**config.mk**
```make
export PLATFORM = sky130hd
export DESIGN_NAME = pc_fetch_unit_flat
export DESIGN_NICKNAME = d
export VERILOG_FILES = /design/src/rtl/pc_fetch_unit_pkg.sv /design/src/rtl/pc_fetch_unit_if.sv /design/src/rtl/pc_fetch_unit_ras.sv /design/src/rtl/pc_fetch_unit.sv /design/src/flat_wrapper.sv
export SDC_FILE = /design/constraint.sdc
export NUM_CORES = 1
export LEC_CHECK = 0
export ABC_CLOCK_PERIOD_IN_PS = 8500
export BUFFER_PORTS_ARGS = -buffer_cell sky130_fd_sc_hd__buf_2
export CAP_MARGIN = 25
export CORE_MARGIN = 10
export CORE_UTILIZATION = 40
export CTS_BUF_LIST = sky130_fd_sc_hd__clkbuf_8
export DETAILED_ROUTE_END_ITERATION = 8
export GPL_ROUTABILITY_DRIVEN = 0
export GPL_TIMING_DRIVEN = 0
export SLEW_MARGIN = 25
export SYNTH_ARGS = -nofsm -noshare
export SYNTH_HDL_FRONTEND = slang
export SYNTH_HIERARCHICAL = 1
export SYNTH_SLANG_ARGS = --single-unit
```
**constraint.sdc**
```tcl
create_clock -name clock -period 8.5 [get_ports clock]
set_clock_uncertainty 0.1 [all_clocks]
set_input_delay 1.275 -clock clock [delete_from_list [all_inputs] [get_ports clock]]
set_output_delay 1.275 -clock clock [all_outputs]
set_load 0.01 [all_outputs]
```
**src/rtl/pc_fetch_unit_pkg.sv**
```systemverilog
// Shared constants and the next-PC source encoding for the fetch unit.
package arm_pc_pkg;

   localparam logic [31:0] DEFAULT_RESET_VECTOR = 32'h0000_0000;
   localparam logic [31:0] DEFAULT_TRAP_VECTOR  = 32'h0000_0100;
   localparam int unsigned DEFAULT_PC_STEP      = 1;

   // Which source the next PC is taken from, highest priority last.
   typedef enum logic [2:0] {
      SRC_SEQ,
      SRC_BRANCH,
      SRC_RET,
      SRC_STALL,
      SRC_TRAP
   } pc_src_e;

endpackage

```
**src/rtl/pc_fetch_unit_if.sv**
```systemverilog
// Control/status bundle between the pipeline front end and the fetch unit.
interface pc_fetch_unit_if #(
   parameter int unsigned PC_WIDTH  = 32,
   parameter int unsigned RAS_DEPTH = 4
);
   localparam int unsigned CNT_W = $clog2(RAS_DEPTH) + 1;

   logic                stall;
   logic                branch_taken;
   logic [PC_WIDTH-1:0] branch_target;
   logic                call;
   logic                ret;
   logic [PC_WIDTH-1:0] ret_fallback;
   logic                trap;
   logic [PC_WIDTH-1:0] pc;
   logic [PC_WIDTH-1:0] pc_next;
   logic [CNT_W-1:0]    ras_count;
   logic                ras_overflow;
   logic                ret_miss;
   logic [31:0]         cycle_count;
   logic [31:0]         stall_count;

   // Front end: drives control, observes the PC and status.
   modport master (
      output stall, branch_taken, branch_target, call, ret, ret_fallback, trap,
      input  pc, pc_next, ras_count, ras_overflow, ret_miss, cycle_count, stall_count
   );

   // Fetch unit side.
   modport slave (
      input  stall, branch_taken, branch_target, call, ret, ret_fallback, trap,
      output pc, pc_next, ras_count, ras_overflow, ret_miss, cycle_count, stall_count
   );

endinterface

```
**src/rtl/pc_fetch_unit_ras.sv**
```systemverilog
// Circular return-address stack: a full push overwrites the oldest entry,
// a simultaneous push+pop replaces the top in place.
module ras_stack #(
   parameter int unsigned PC_WIDTH  = 32,
   parameter int unsigned RAS_DEPTH = 4
) (
   input  logic                         clock,
   input  logic                         reset,
   input  logic                         push,
   input  logic                         pop,
   input  logic [PC_WIDTH-1:0]          push_data,
   output logic [PC_WIDTH-1:0]          top,
   output logic [$clog2(RAS_DEPTH):0]   count,
   output logic                         overflow
);
   localparam int unsigned IDX_W = $clog2(RAS_DEPTH);
   localparam int unsigned CNT_W = IDX_W + 1;
   localparam logic [CNT_W-1:0] FULL = CNT_W'(RAS_DEPTH);

   logic [PC_WIDTH-1:0] mem_q [RAS_DEPTH];
   logic [IDX_W-1:0]    tos_q, tos_d;
   logic [CNT_W-1:0]    count_q, count_d;
   logic                ovf_q, ovf_d;
   logic                wr_en;
   logic [IDX_W-1:0]    wr_idx;

   // Pointer/count update; the index wraps naturally because depth is a power of two.
   always_comb begin
      tos_d   = tos_q;
      count_d = count_q;
      ovf_d   = 1'b0;
      wr_en   = 1'b0;
      wr_idx  = tos_q;
      if (push && pop && (count_q != '0)) begin
         wr_en = 1'b1;
      end else if (push) begin
         tos_d  = tos_q + IDX_W'(1);
         wr_idx = tos_q + IDX_W'(1);
         wr_en  = 1'b1;
         if (count_q == FULL) ovf_d = 1'b1;
         else                 count_d = count_q + CNT_W'(1);
      end else if (pop && (count_q != '0)) begin
         tos_d   = tos_q - IDX_W'(1);
         count_d = count_q - CNT_W'(1);
      end
   end

   // Control state: pointer, occupancy and the overflow pulse.
   always_ff @(posedge clock or negedge reset) begin
      if (!reset) begin
         tos_q   <= '0;
         count_q <= '0;
         ovf_q   <= 1'b0;
      end else begin
         tos_q   <= tos_d;
         count_q <= count_d;
         ovf_q   <= ovf_d;
      end
   end

   // Entry storage needs no reset: nothing reads it while the count is zero.
   always_ff @(posedge clock) begin
      if (wr_en && reset) mem_q[wr_idx] <= push_data;
   end

   assign top      = mem_q[tos_q];
   assign count    = count_q;
   assign overflow = ovf_q;

endmodule

```
**src/rtl/pc_fetch_unit.sv**
```systemverilog
// Program counter with trap/stall/return/branch priority, a return-address
// stack for calls, and free-running cycle and stall counters.
module pc_fetch_unit
   import arm_pc_pkg::*;
#(
   parameter int unsigned         PC_WIDTH     = 32,
   parameter int unsigned         PC_STEP      = DEFAULT_PC_STEP,
   parameter logic [PC_WIDTH-1:0] RESET_VECTOR = PC_WIDTH'(DEFAULT_RESET_VECTOR),
   parameter logic [PC_WIDTH-1:0] TRAP_VECTOR  = PC_WIDTH'(DEFAULT_TRAP_VECTOR),
   parameter int unsigned         RAS_DEPTH    = 4
) (
   input  logic           clock,
   input  logic           reset,
   pc_fetch_unit_if.slave bus
);
   localparam int unsigned CNT_W = $clog2(RAS_DEPTH) + 1;
   localparam logic [PC_WIDTH-1:0] STEP = PC_WIDTH'(PC_STEP);

   logic [PC_WIDTH-1:0] pc_q, pc_d;
   logic [PC_WIDTH-1:0] seq_pc;
   logic [PC_WIDTH-1:0] ras_top;
   logic [CNT_W-1:0]    ras_cnt;
   logic                ras_empty;
   logic                ras_ovf;
   logic                active;
   logic                push, pop;
   logic                ret_miss_q, ret_miss_d;
   logic [31:0]         cycle_q, cycle_d;
   logic [31:0]         stall_cnt_q, stall_cnt_d;
   pc_src_e             src;

   assign seq_pc    = pc_q + STEP;
   assign ras_empty = (ras_cnt == '0);

   // Trap and stall both freeze the stack; only an unblocked cycle may push/pop.
   assign active     = !bus.trap && !bus.stall;
   assign push       = active && bus.branch_taken && bus.call;
   assign pop        = active && bus.ret && !ras_empty;
   assign ret_miss_d = active && bus.ret && ras_empty;

   // Source selection in priority order.
   always_comb begin
      src = SRC_SEQ;
      if (bus.trap)              src = SRC_TRAP;
      else if (bus.stall)        src = SRC_STALL;
      else if (bus.ret)          src = SRC_RET;
      else if (bus.branch_taken) src = SRC_BRANCH;
   end

   // Next-PC mux; an empty stack falls back to the externally supplied address.
   always_comb begin
      pc_d = seq_pc;
      case (src)
         SRC_TRAP:   pc_d = TRAP_VECTOR;
         SRC_STALL:  pc_d = pc_q;
         SRC_RET:    pc_d = ras_empty ? bus.ret_fallback : ras_top;
         SRC_BRANCH: pc_d = bus.branch_target;
         default:    pc_d = seq_pc;
      endcase
   end

   assign cycle_d     = cycle_q + 32'd1;
   assign stall_cnt_d = (bus.stall && !bus.trap) ? stall_cnt_q + 32'd1 : stall_cnt_q;

   // PC, return-miss pulse and counters.
   always_ff @(posedge clock or negedge reset) begin
      if (!reset) begin
         pc_q        <= RESET_VECTOR;
         ret_miss_q  <= 1'b0;
         cycle_q     <= '0;
         stall_cnt_q <= '0;
      end else begin
         pc_q        <= pc_d;
         ret_miss_q  <= ret_miss_d;
         cycle_q     <= cycle_d;
         stall_cnt_q <= stall_cnt_d;
      end
   end

   ras_stack #(
      .PC_WIDTH  (PC_WIDTH),
      .RAS_DEPTH (RAS_DEPTH)
   ) u_ras (
      .clock     (clock),
      .reset     (reset),
      .push      (push),
      .pop       (pop),
      .push_data (seq_pc),
      .top       (ras_top),
      .count     (ras_cnt),
      .overflow  (ras_ovf)
   );

   assign bus.pc           = pc_q;
   assign bus.pc_next      = pc_d;
   assign bus.ras_count    = ras_cnt;
   assign bus.ras_overflow = ras_ovf;
   assign bus.ret_miss     = ret_miss_q;
   assign bus.cycle_count  = cycle_q;
   assign bus.stall_count  = stall_cnt_q;

endmodule
```
**src/flat_wrapper.sv**
```systemverilog
// flat-port wrapper written by rule: the top's interface ports become plain ports
module pc_fetch_unit_flat import arm_pc_pkg::*;
#(
   parameter int unsigned         PC_WIDTH     = 32,
   parameter int unsigned         PC_STEP      = DEFAULT_PC_STEP,
   parameter logic [PC_WIDTH-1:0] RESET_VECTOR = PC_WIDTH'(DEFAULT_RESET_VECTOR),
   parameter logic [PC_WIDTH-1:0] TRAP_VECTOR  = PC_WIDTH'(DEFAULT_TRAP_VECTOR),
   parameter int unsigned         RAS_DEPTH    = 4
)
  (clock, reset, bus_stall, bus_branch_taken, bus_branch_target, bus_call, bus_ret, bus_ret_fallback, bus_trap, bus_pc, bus_pc_next, bus_ras_count, bus_ras_overflow, bus_ret_miss, bus_cycle_count, bus_stall_count);
  pc_fetch_unit_if #(.PC_WIDTH(PC_WIDTH), .RAS_DEPTH(RAS_DEPTH)) bus_i ();
  input  logic clock;
  input  logic reset;
  input wire logic [$bits(bus_i.stall)-1:0] bus_stall;
  input wire logic [$bits(bus_i.branch_taken)-1:0] bus_branch_taken;
  input wire logic [$bits(bus_i.branch_target)-1:0] bus_branch_target;
  input wire logic [$bits(bus_i.call)-1:0] bus_call;
  input wire logic [$bits(bus_i.ret)-1:0] bus_ret;
  input wire logic [$bits(bus_i.ret_fallback)-1:0] bus_ret_fallback;
  input wire logic [$bits(bus_i.trap)-1:0] bus_trap;
  output wire logic [$bits(bus_i.pc)-1:0] bus_pc;
  output wire logic [$bits(bus_i.pc_next)-1:0] bus_pc_next;
  output wire logic [$bits(bus_i.ras_count)-1:0] bus_ras_count;
  output wire logic [$bits(bus_i.ras_overflow)-1:0] bus_ras_overflow;
  output wire logic [$bits(bus_i.ret_miss)-1:0] bus_ret_miss;
  output wire logic [$bits(bus_i.cycle_count)-1:0] bus_cycle_count;
  output wire logic [$bits(bus_i.stall_count)-1:0] bus_stall_count;
  assign bus_i.stall = bus_stall;
  assign bus_i.branch_taken = bus_branch_taken;
  assign bus_i.branch_target = bus_branch_target;
  assign bus_i.call = bus_call;
  assign bus_i.ret = bus_ret;
  assign bus_i.ret_fallback = bus_ret_fallback;
  assign bus_i.trap = bus_trap;
  assign bus_pc = bus_i.pc;
  assign bus_pc_next = bus_i.pc_next;
  assign bus_ras_count = bus_i.ras_count;
  assign bus_ras_overflow = bus_i.ras_overflow;
  assign bus_ret_miss = bus_i.ret_miss;
  assign bus_cycle_count = bus_i.cycle_count;
  assign bus_stall_count = bus_i.stall_count;
  pc_fetch_unit #(.PC_WIDTH(PC_WIDTH), .PC_STEP(PC_STEP), .RESET_VECTOR(RESET_VECTOR), .TRAP_VECTOR(TRAP_VECTOR), .RAS_DEPTH(RAS_DEPTH)) u_core (.clock(clock), .reset(reset), .bus(bus_i));
endmodule
```
Word-level counts from Yosys, hierarchy flattened
Memory sizes are Yosys's and may differ from the RTL's.
Cells that the tools add are included.
W data, S select, Z words.
Operators by class
  add/sub/neg operators: 7
  eq/ne operators: 6
  muxes and demuxes: 20
  bitwise gates (word level): 1
  reductions and logical operators: 19
Operator list (count)
  $pmux W32 S4: 1
  $add A32 B1 Y32 const B: 3
  $mux W32: 1
  $mux W3: 6
  $logic_and A1 B1 Y1: 11
  $mux W1: 8
  $mux W2: 4
  $eq A3 B2 Y1 const B: 2
  $eq A3 B3 Y1 const B: 2
  $add A3 B1 Y3 const B: 1
  $eq A3 B1 Y1 const B: 1
  $logic_not A1 Y1: 3
  $logic_not A3 Y1: 1
  $reduce_and A3 Y1: 1
  $reduce_bool A3 Y1: 1
  $sub A3 B1 Y3 const B: 1
  $add A2 B1 Y2 const B: 1
  $ne A2 B2 Y1 const B: 1
  $reduce_and A2 Y1: 1
  $reduce_bool A2 Y1: 1
  $sub A2 B1 Y2 const B: 1
  $not A1 Y1: 1
Storage, ports and cells
  flip-flop bits (word level): 103
  bits in writable memories: 128
  input port bits: 71
  output and inout port bits: 133
  logic and storage cells: 61
  memories: 1
Memory list
  u_core.u_ras.mem_q: words 4, bits a word 32, read ports 1, clocked after memory_dff 0, write ports 1, RTL line pc_fetch_unit_ras.sv:20  | logic [PC_WIDTH-1:0] mem_q [RAS_DEPTH];

Longest topological paths before layout
Gate-level depths: netlist (run 1).
  depth after elaboration: 10
  depth in mapped cells: 9
  depth with buffers taken out: 7

Hierarchy
The synthesis (run 1) kept the hierarchy.
By module, submodules not included
  pc_fetch_unit: times used 1, cells an instance 570, area each 5491.5 µm², sequential area each 2427.3 µm²
  ras_stack: times used 1, cells an instance 226, area each 5139.9 µm², sequential area each 3993.8 µm²

Worst setup path after synthesis (run 1)
Ideal clock, no wire load.
  kind: input to register
  from: in bus_branch_taken
  to: mem u_core.u_ras.mem_q[3][0] (enable)
  setup time: 436 ps
  data arrival time: 4279 ps
  data required time: 7964 ps
  path slack: 3685 ps
  stages: 7
  path buffers: 2
  cells stage by stage: clkbuf_1 -> clkbuf_1 -> and3_1 -> inv_1 -> ha_1 -> nand2_1 -> o221ai_1
Between the ends
  cells in the longest elaborated chain, start to end: 8
  elaborated cells between the ends (all ways): 11
  those cells by class: 6 x mux; 5 x reduce/logical
Ends and longest elaborated chain
  start, declared: RTL line flat_wrapper.sv:15  | input wire logic [$bits(bus_i.branch_taken)-1:0] bus_branch_taken;
  $logic_and A1 B1 Y1 * (2 in series): RTL line pc_fetch_unit.sv:37  | assign push = active && bus.branch_taken && bus.call;
  named net u_core.push: RTL line pc_fetch_unit.sv:26  | logic push, pop;
  $logic_and A1 B1 Y1 (2 in series): RTL line pc_fetch_unit_ras.sv:34  | if (push && pop && (count_q != '0)) begin
  $mux W1: RTL line pc_fetch_unit_ras.sv:34
  $logic_and A1 B1 Y1: RTL line pc_fetch_unit_ras.sv:63  | if (wr_en && reset) mem_q[wr_idx] <= push_data;
  $mux W1: RTL line pc_fetch_unit_ras.sv:63
  $mux W1 (implied by the code): RTL line pc_fetch_unit_ras.sv:63
  end, declared: RTL line pc_fetch_unit_ras.sv:20
The timed path passes the listed nets; every way through them passes the cells marked *.

Final worst setup path (run 1)
  from: in bus_trap
  to: out bus_pc_next[0]
Between the ends
  cells in the longest elaborated chain, start to end: 3
  elaborated cells between the ends (all ways): 6
  those cells by class: 4 x eq/ne; 2 x mux
Ends and longest elaborated chain
  start, declared: RTL line flat_wrapper.sv:20  | input wire logic [$bits(bus_i.trap)-1:0] bus_trap;
  $mux W3 *: RTL line pc_fetch_unit.sv:44  | if (bus.trap) src = SRC_TRAP;
  $eq A3 B1 Y1 (tied with other cells): RTL line pc_fetch_unit.sv:53  | case (src)
  $pmux W32 S4 *: RTL line pc_fetch_unit.sv:53
  end, declared: RTL line flat_wrapper.sv:22  | output wire logic [$bits(bus_i.pc_next)-1:0] bus_pc_next;
Mark *: on every way between the ends. The rest lies on a longest branch, timed or not.

==> results of run 1 <==
state kept, by name, indices dropped and copies added (netlist names):
name                    cells
u_core/u_ras/count          3
u_core/u_ras/mem_q        128
u_core/u_ras/tos_q          2
u_core/u_ras/overflow       1
u_core/bus.ret_miss         1
u_core/bus.cycle_count     32
u_core/bus.pc              32
u_core/bus.stall_count     32
worst reg2reg max path, cell delays in order, from the launching register on:
cell and delay [ns]:
dfrtp_1 0.50, nor3_1 0.36, and3b_1 0.22, clkbuf_1 0.19
clkbuf_1 0.38, buf_2 0.31, o31ai_4 0.18, nand2_1 0.28
o221ai_4 0.57, buf_16 0.23, buf_8 0.18
layout make-up:
| class | instances | area (sq um) |
|---|---|---|
| fill | 2399 | 13100 |
| sequential | 231 | 6420 |
| multi-input combinational | 498 | 3990 |
| timing repair buffer | 207 | 1130 |
| clock buffer | 46 | 633 |
| tap | 335 | 419 |
| clock inverter | 32 | 189 |
| buffer | 41 | 176 |
| inverter | 26 | 97.6 |
| antenna | 2 | 5.00 |
cells in the final DEF, fill, tap and decap left out, types with 11 or more instances in the layout:
cell      count
a211oi_1     17
a21oi_1      28
a22oi_1      21
and3_1       23
buf_2       213
clkbuf_1     25
clkbuf_8     46
dfrtp_1     103
edfxtp_1    128
inv_1        43
mux4_2       32
nand2_1      51
nand3_1      32
nand4_1      23
nor2_1       37
nor2b_1      11
o21a_1       20
o21ai_0      20
xnor2_1      64
xor2_1       29
stage by stage:
step            util  std cells  total power, mW
5_1_grt        0.500       1416             3.31
4_1_cts        0.500       1416             3.19
2_1_floorplan      -        796             1.86
3_5_place_dp   0.468       1338             2.15
3_3_place_gp   0.462       1333             2.13
6_report       0.500       1418             3.16
routing by layer:
| layer | part of all wire | up-vias | track usage |
|---|---|---|---|
| li1 | - | 3523 | - |
| met1 | 0.41 | 3839 | 0.243 |
| met2 | 0.47 | 355 | 0.312 |
| met3 | 0.098 | 56 | 0.0581 |
| met4 | 0.022 | 0 | 0.0538 |
| met5 | 0 | - | 0 |
cell families after synthesis:
logic type / synth area share
AOI/OAI and AO/OA: 0.0978
xor gates and xnor gates: 0.0797
adders and majority gates: 0.00777
buffers and inverters: 0.0258
DFF: 0.604
muxes: 0.0739
and+or+nand+nor: 0.111
final timing paths:
kind                                            start                    endpoint  slack, ns  depth (start not counted)
max in group asynchronous                       reset            u_core/bus.pc[8]       7.02                          2
hold / removal             u_core/bus.cycle_count[31]  u_core/bus.cycle_count[31]       0.37                          1
setup reg to reg                u_core/u_ras/count[0]   u_core/u_ras/mem_q[1][13]       4.70                         10
setup / recovery                             bus_trap              bus_pc_next[0]       3.35                         10
min in group asynchronous                       reset  u_core/bus.stall_count[26]       0.59                          1
hold reg to reg            u_core/bus.cycle_count[31]  u_core/bus.cycle_count[31]       0.37                          1
power by group:
part / switching (mW) / internal (mW) / leakage, nW
Combinational: 0.415 / 0.329 / 2.54
Sequential: 0.0973 / 1.28 / 2.55
Clock: 0.469 / 0.562 / 0.491
==> impl_metrics.py, run 1 <==
metrics = {
    "status": {
        "outcome": "finished clean",
    },
    "finish": {
        "fin_area_sq_um": 13100,
        "fin_nets": 1124,
        "area_delta_synth_final_pct": 22.9,
        "final_layout_size_suffix_gt1_frac": 0.302,
    },
    "setup_path": {
        "cp_data_arrival_time_ns": 3.77,
        "crit_fanout": 10,
        "cpMaxStageDelayCell": "buf_2",
        "cpMostUsedCell": "buf_2",
        "end_kind": "output pin",
        "crit_required_ns": 7.12,
        "cp_top_family": "buffers and inverters",
        "path_buf_inv": 6,
        "critPathKind": "input port to output pin",
        "path_cells": "buf_2, buf_2, nor2_1, and3_1, buf_1, buf_2, buf_2, a22oi_1, a22oi_1, buf_2",
        "cp-start-kind": "input port",
        "slowest_delay_ns": 0.40,
    },
    "die": {
        "core_sq_um": 26100,
        "die-area_sq_um": 33500,
        "start_util": 0.407,
        "die_w_um": 183,
        "dieHeight_um": 183,
        "fp-row-count": 59,
        "ioPinCount": 204,
    },
    "placement": {
        "dp_hpwl_um": 22900,
        "place_area_sq_um": 12200,
        "portBuffers": 202,
        "preCtsSetupSlack_ns": 3.42,
    },
    "yosys": {
        "ys_seq_area_frac": 0.604,
        "synthTopCellsByCount": "edfxtp_1 (128), dfrtp_1 (103), xnor2_1 (64), nand2_1 (51), nor2_1 (37)",
        "synth_area_per_cell_sq_um": 13.4,
        "yosysMostFrequentCell": "edfxtp_1",
        "synthTopCellsByArea": "edfxtp_1 (36%), dfrtp_1 (24%), mux4_2 (6.8%)",
        "synth_flop_cell": "edfxtp_1",
        "syn_nets": 873,
        "netlist_area_sq_um": 10600,
        "synth_seq_cells": 231,
        "synth_largest_area_cell": "edfxtp_1",
        "syn_inst": 796,
        "yosysTopAreaCellShare": 0.362,
        "postSynth.asyncResetShare": 0.446,
        "synth_edf_count": 128,
        "ys_warn_count": 6,
        "synth.distinct_cells": 56,
    },
    "min_path": {
        "hp-class": "flop to flop",
    },
    "global_route": {
        "grt_pass1_vias": 8115,
        "grt_max_degree": 55,
        "grt_overflow_total": 0,
        "grt_pass1_wl_um": 49600,
        "grt_usage": 0.192,
        "antenna_found_initial": 2,
    },
    "clock_network": {
        "ctsHoldBuffers": 0,
        "clockRootBuffer": "clkbuf_8",
        "clock_sink_count": 231,
        "cts_tree": "done",
        "post_cts_buffers": 0,
        "clk_pin_slew_ns": 0.06,
        "clock_path_buffers": 3,
        "cts_buffers": 42,
        "htree_levels": 2,
        "post_cts_resized": 0,
        "clock_latency_ns": 0.54,
    },
    "timing": {
        "rsz0062_at_grt": "false",
        "period_share": 0.605,
        "fmax_mhz": 194,
        "final.hold.worst_slack_ns": 0.371,
        "drv_slew": 0,
        "timing.final.ws_setup_ns": 3.35,
        "slew_headroom": 0.397,
        "finalSetupViolCount": 0,
        "setup_tns_ns": 0,
        "period_minus_slack_ns": 5.15,
        "worst_pin_slew_ns": 0.898,
        "hold_viol_final": 0,
    },
    "route": {
        "finalWirelength_um": 32600,
        "vias_per_cell": 5.48,
        "first_pass_iters": 7,
        "postRouteAntennaNets": 0,
        "wl_per_cell_um": 23.0,
        "vias": 7773,
        "drc": 0,
        "drtIter0Drc": 701,
    },
    "power": {
        "leakagePower_nw": 5.58,
        "power_density_nw_per_um2": 242,
        "irDropWorstVdd_mv": 0.135,
    },
    "run": {
        "max_cap_viol_count": 0,
    },
}
Note: power is estimated with default switching activity, not from simulation.
==> inputs of run 2 (changes only) <==
ABC_AREA = 1   (was default)
ABC_CLOCK_PERIOD_IN_PS = 4300   (was 8500)
clock period = 4.3 ns   (was 8.5 ns; I/O delays follow)
==> impl_metrics.py, run 2 <==
metrics = {
    "yosys": {
        "synth_edf_count": 128,
        "synth_flop_cell": "edfxtp_1",
        "postSynth.asyncResetShare": 0.446,
        "syn_nets": 1346,
        "synth_largest_area_cell": "edfxtp_1",
        "synthXorXnorAreaFrac": 0.0397,
        "yosysMostFrequentCell": "nand2_1",
        "synthMuxAreaShare": 0,
        "synth_top_family_by_area": "simple AND/OR/NAND/NOR gates",
        "synth_area_per_cell_sq_um": 9.04,
        "syn_inst": 1269,
        "synth_adder_area_share": 0.00720,
        "netlist_area_sq_um": 11500,
        "synthTopCellsByCount": "nand2_1 (500), edfxtp_1 (128), nor2_1 (126), dfrtp_1 (103), inv_1 (77)",
        "synth.distinct_cells": 36,
        "yosys.area_share.simple": 0.296,
        "synthTopCellsByArea": "edfxtp_1 (33%), dfrtp_1 (22%), nand2_1 (16%)",
        "yosysTopAreaCellShare": 0.335,
        "ys_warn_count": 6,
        "ys_seq_area_frac": 0.560,
        "synth-compound-area-share": 0.0520,
        "synth_seq_cells": 231,
    },
    "placement": {
        "portBuffers": 203,
        "dp_hpwl_um": 27000,
        "dp.cells": 1856,
    },
    "clock_network": {
        "clock_path_buffers": 3,
        "post_cts_buffers": 0,
        "cts_tree": "done",
        "clk_pin_slew_ns": 0.06,
        "cts_buffers": 43,
        "htree_levels": 2,
        "clock_latency_ns": 0.54,
        "clockRootBuffer": "clkbuf_8",
        "clock_sink_count": 231,
    },
    "setup_path": {
        "cpMostUsedCell": "buf_2",
        "crit_required_ns": 3.56,
        "slowest_delay_ns": 0.80,
        "r2r_slack_ns": 1.08,
        "path_buf_inv": 3,
        "path_cells": "buf_2, nor4_2, clkbuf_1, nand3_1, nand2_1, buf_2",
        "r2r-end": "u_core/u_ras/mem_q[2][26]",
        "end_kind": "output pin",
        "cp.depth": 6,
        "cp_top_family": "simple AND/OR/NAND/NOR gates",
        "cp_data_arrival_time_ns": 2.70,
        "critPathKind": "input port to output pin",
        "reg2regPathDepth": 12,
        "cpMaxStageDelayCell": "nor4_2",
        "crit_path_end": "bus_pc_next[17]",
        "r2r_start": "u_core/u_ras/count[0]",
        "crit_fanout": 10,
        "cp-start-kind": "input port",
        "crit_start": "bus_trap",
    },
    "power": {
        "switching_share": 0.345,
        "combPwrFrac": 0.261,
        "leakagePower_nw": 6.34,
        "p_switching_mw": 2.23,
        "p_int_mw": 4.24,
        "power_density_nw_per_um2": 463,
        "pwr-share-seq": 0.425,
        "p_clk_frac": 0.314,
        "irDropWorstVdd_mv": 0.230,
    },
    "finish": {
        "area_delta_synth_final_pct": 21.9,
        "multi_input_area_sq_um": 4560,
        "fin_nets": 1601,
        "seq_area_sq_um": 6420,
        "final_cell_mix": "nand2_1 (500), buf_2 (214), edfxtp_1 (128), nor2_1 (122), dfrtp_1 (103)",
        "final_common_cell": "nand2_1",
        "regMostFlops": "u_core/u_ras/mem_q",
        "fin_cells": 1939,
        "fill_cells": 2705,
        "final_layout_size_suffix_gt1_frac": 0.239,
        "largest_reg_flops": 128,
    },
    "route": {
        "drc": 0,
        "finalWirelength_um": 36500,
        "postRouteAntennaNets": 0,
        "wl_per_cell_um": 18.8,
        "drtIter0Drc": 676,
        "vias_per_cell": 5.02,
        "vias": 9727,
        "first_pass_iters": 5,
    },
    "timing": {
        "hold_viol_final": 0,
        "drv_slew": 0,
        "period_share": 0.802,
        "final.hold.worst_slack_ns": 0.266,
        "slew_headroom": 0.387,
        "period_minus_slack_ns": 3.45,
        "fmax_mhz": 290,
        "rsz0062_at_grt": "false",
        "worst_pin_slew_ns": 0.920,
        "finalSetupViolCount": 0,
    },
    "global_route": {
        "grt_max_degree": 62,
        "grt_overflow_total": 0,
        "antenna_found_initial": 2,
        "grt_pass1_wl_um": 55900,
        "grt_usage": 0.199,
        "grt_pass1_vias": 9906,
    },
    "die": {
        "die-area_sq_um": 35900,
        "ioPinCount": 204,
        "dieHeight_um": 189,
        "fp-row-count": 61,
        "start_util": 0.410,
        "core_sq_um": 28000,
        "die_w_um": 189,
    },
    "run": {
        "max_cap_viol_count": 0,
    },
    "status": {
        "outcome": "finished clean",
    },
    "min_path": {
        "hp-class": "input port to flop",
        "worstHoldPathCells": 3,
    },
}
==> run 2: changes by cell type in the layout (fill, tap and decap cells not counted), sizes merged, moves of 16 or more <==
cell    previous run  this run
nand3             32        84
inv               45       105
xnor2             66        18
a22oi             21        37
nand3b             0        21
a211oi            17         0
and3              23         2
mux4              32         0
o21a              20         0
nor2              37       139
nand2             51       506
==> run 2: layout make-up <==
| type | instances | share of cell area |
|---|---|---|
| flip-flops and latches | 231 | 0.459 |
| multi-input cells | 921 | 0.326 |
| repair buffers | 210 | 0.0836 |
| clock buffers | 52 | 0.0512 |
| well taps | 378 | 0.0338 |
| inverters | 88 | 0.0238 |
| plain buffers | 29 | 0.0134 |
| clock inverters | 28 | 0.00867 |
| diodes | 2 | 0.000358 |
==> run 2: what timing repair did <==
| item | in CTS | in global routing |
|---|---|---|
| resized for setup | 0 | 0 |
| hold endpoints to repair | 42 | 0 |
| hold buffers | 1 | 0 |
==> run 2: routing by layer <==
layer | vias to the layer above | GRT usage | routed length, um
li1 | 4687 | - | -
met1 | 4639 | 0.251 | 16000
met2 | 346 | 0.331 | 17100
met3 | 55 | 0.0527 | 2780
met4 | 0 | 0.0534 | 722
met5 | - | 0 | 0
==> run 2: cells by family (layout without fill, tap and decap cells) <==
group / after synthesis / after routing
xor+xnor: 52 / 52
fa+ha+maj: 6 / 6
other cells: 0 / 2
simple gates: 792 / 792
flops: 231 / 231
compound gates: 71 / 71
buf+inv: 117 / 407
==> run 2: stage by stage <==
step                setup slack [ns]  utilization  TNS (ns)  instance area, sq um  power, mW
floorplan                      0.672            -         0                 11500       3.79
global placement               -1.83        0.463   -227.18                 13000       4.44
detailed placement             0.664        0.469         0                 13100       4.48
CTS                            0.866        0.499         0                 14000       6.54
global route                   0.734        0.499         0                 14000       6.83
finish                         0.851        0.499         0                 14000       6.47
==> run 2: power by group through the flow <==
stage               clock network [mW]  logic [mW]  registers, mW
floorplan                            0        1.02           2.78
global placement                     0        1.65           2.79
detailed placement                   0        1.69           2.79
CTS                               2.10        1.69           2.75
global route                      2.19        1.86           2.77
finish                            2.03        1.69           2.75
==> run 2: how the worst min path moves through the flow <==
stage | to | slack (ns) | from
after floorplan | u_core/bus.cycle_count[0] | 0.25 | reset
after global placement | u_core/bus.cycle_count[31] | 0.37 | u_core/bus.cycle_count[31]
after detailed placement | u_core/bus.stall_count[30] | 0.38 | u_core/bus.stall_count[30]
after CTS | u_core/bus.pc[1] | 0.23 | bus_ret_fallback[1]
after global routing | u_core/bus.pc[0] | 0.27 | bus_ret_fallback[0]
final | u_core/bus.pc[1] | 0.27 | bus_ret_fallback[1]
==> run 2: tightest hold or removal path: stages <==
cell and delay, ns:
buf_2 0.08, a21oi_1 0.05, nand4_1 0.09
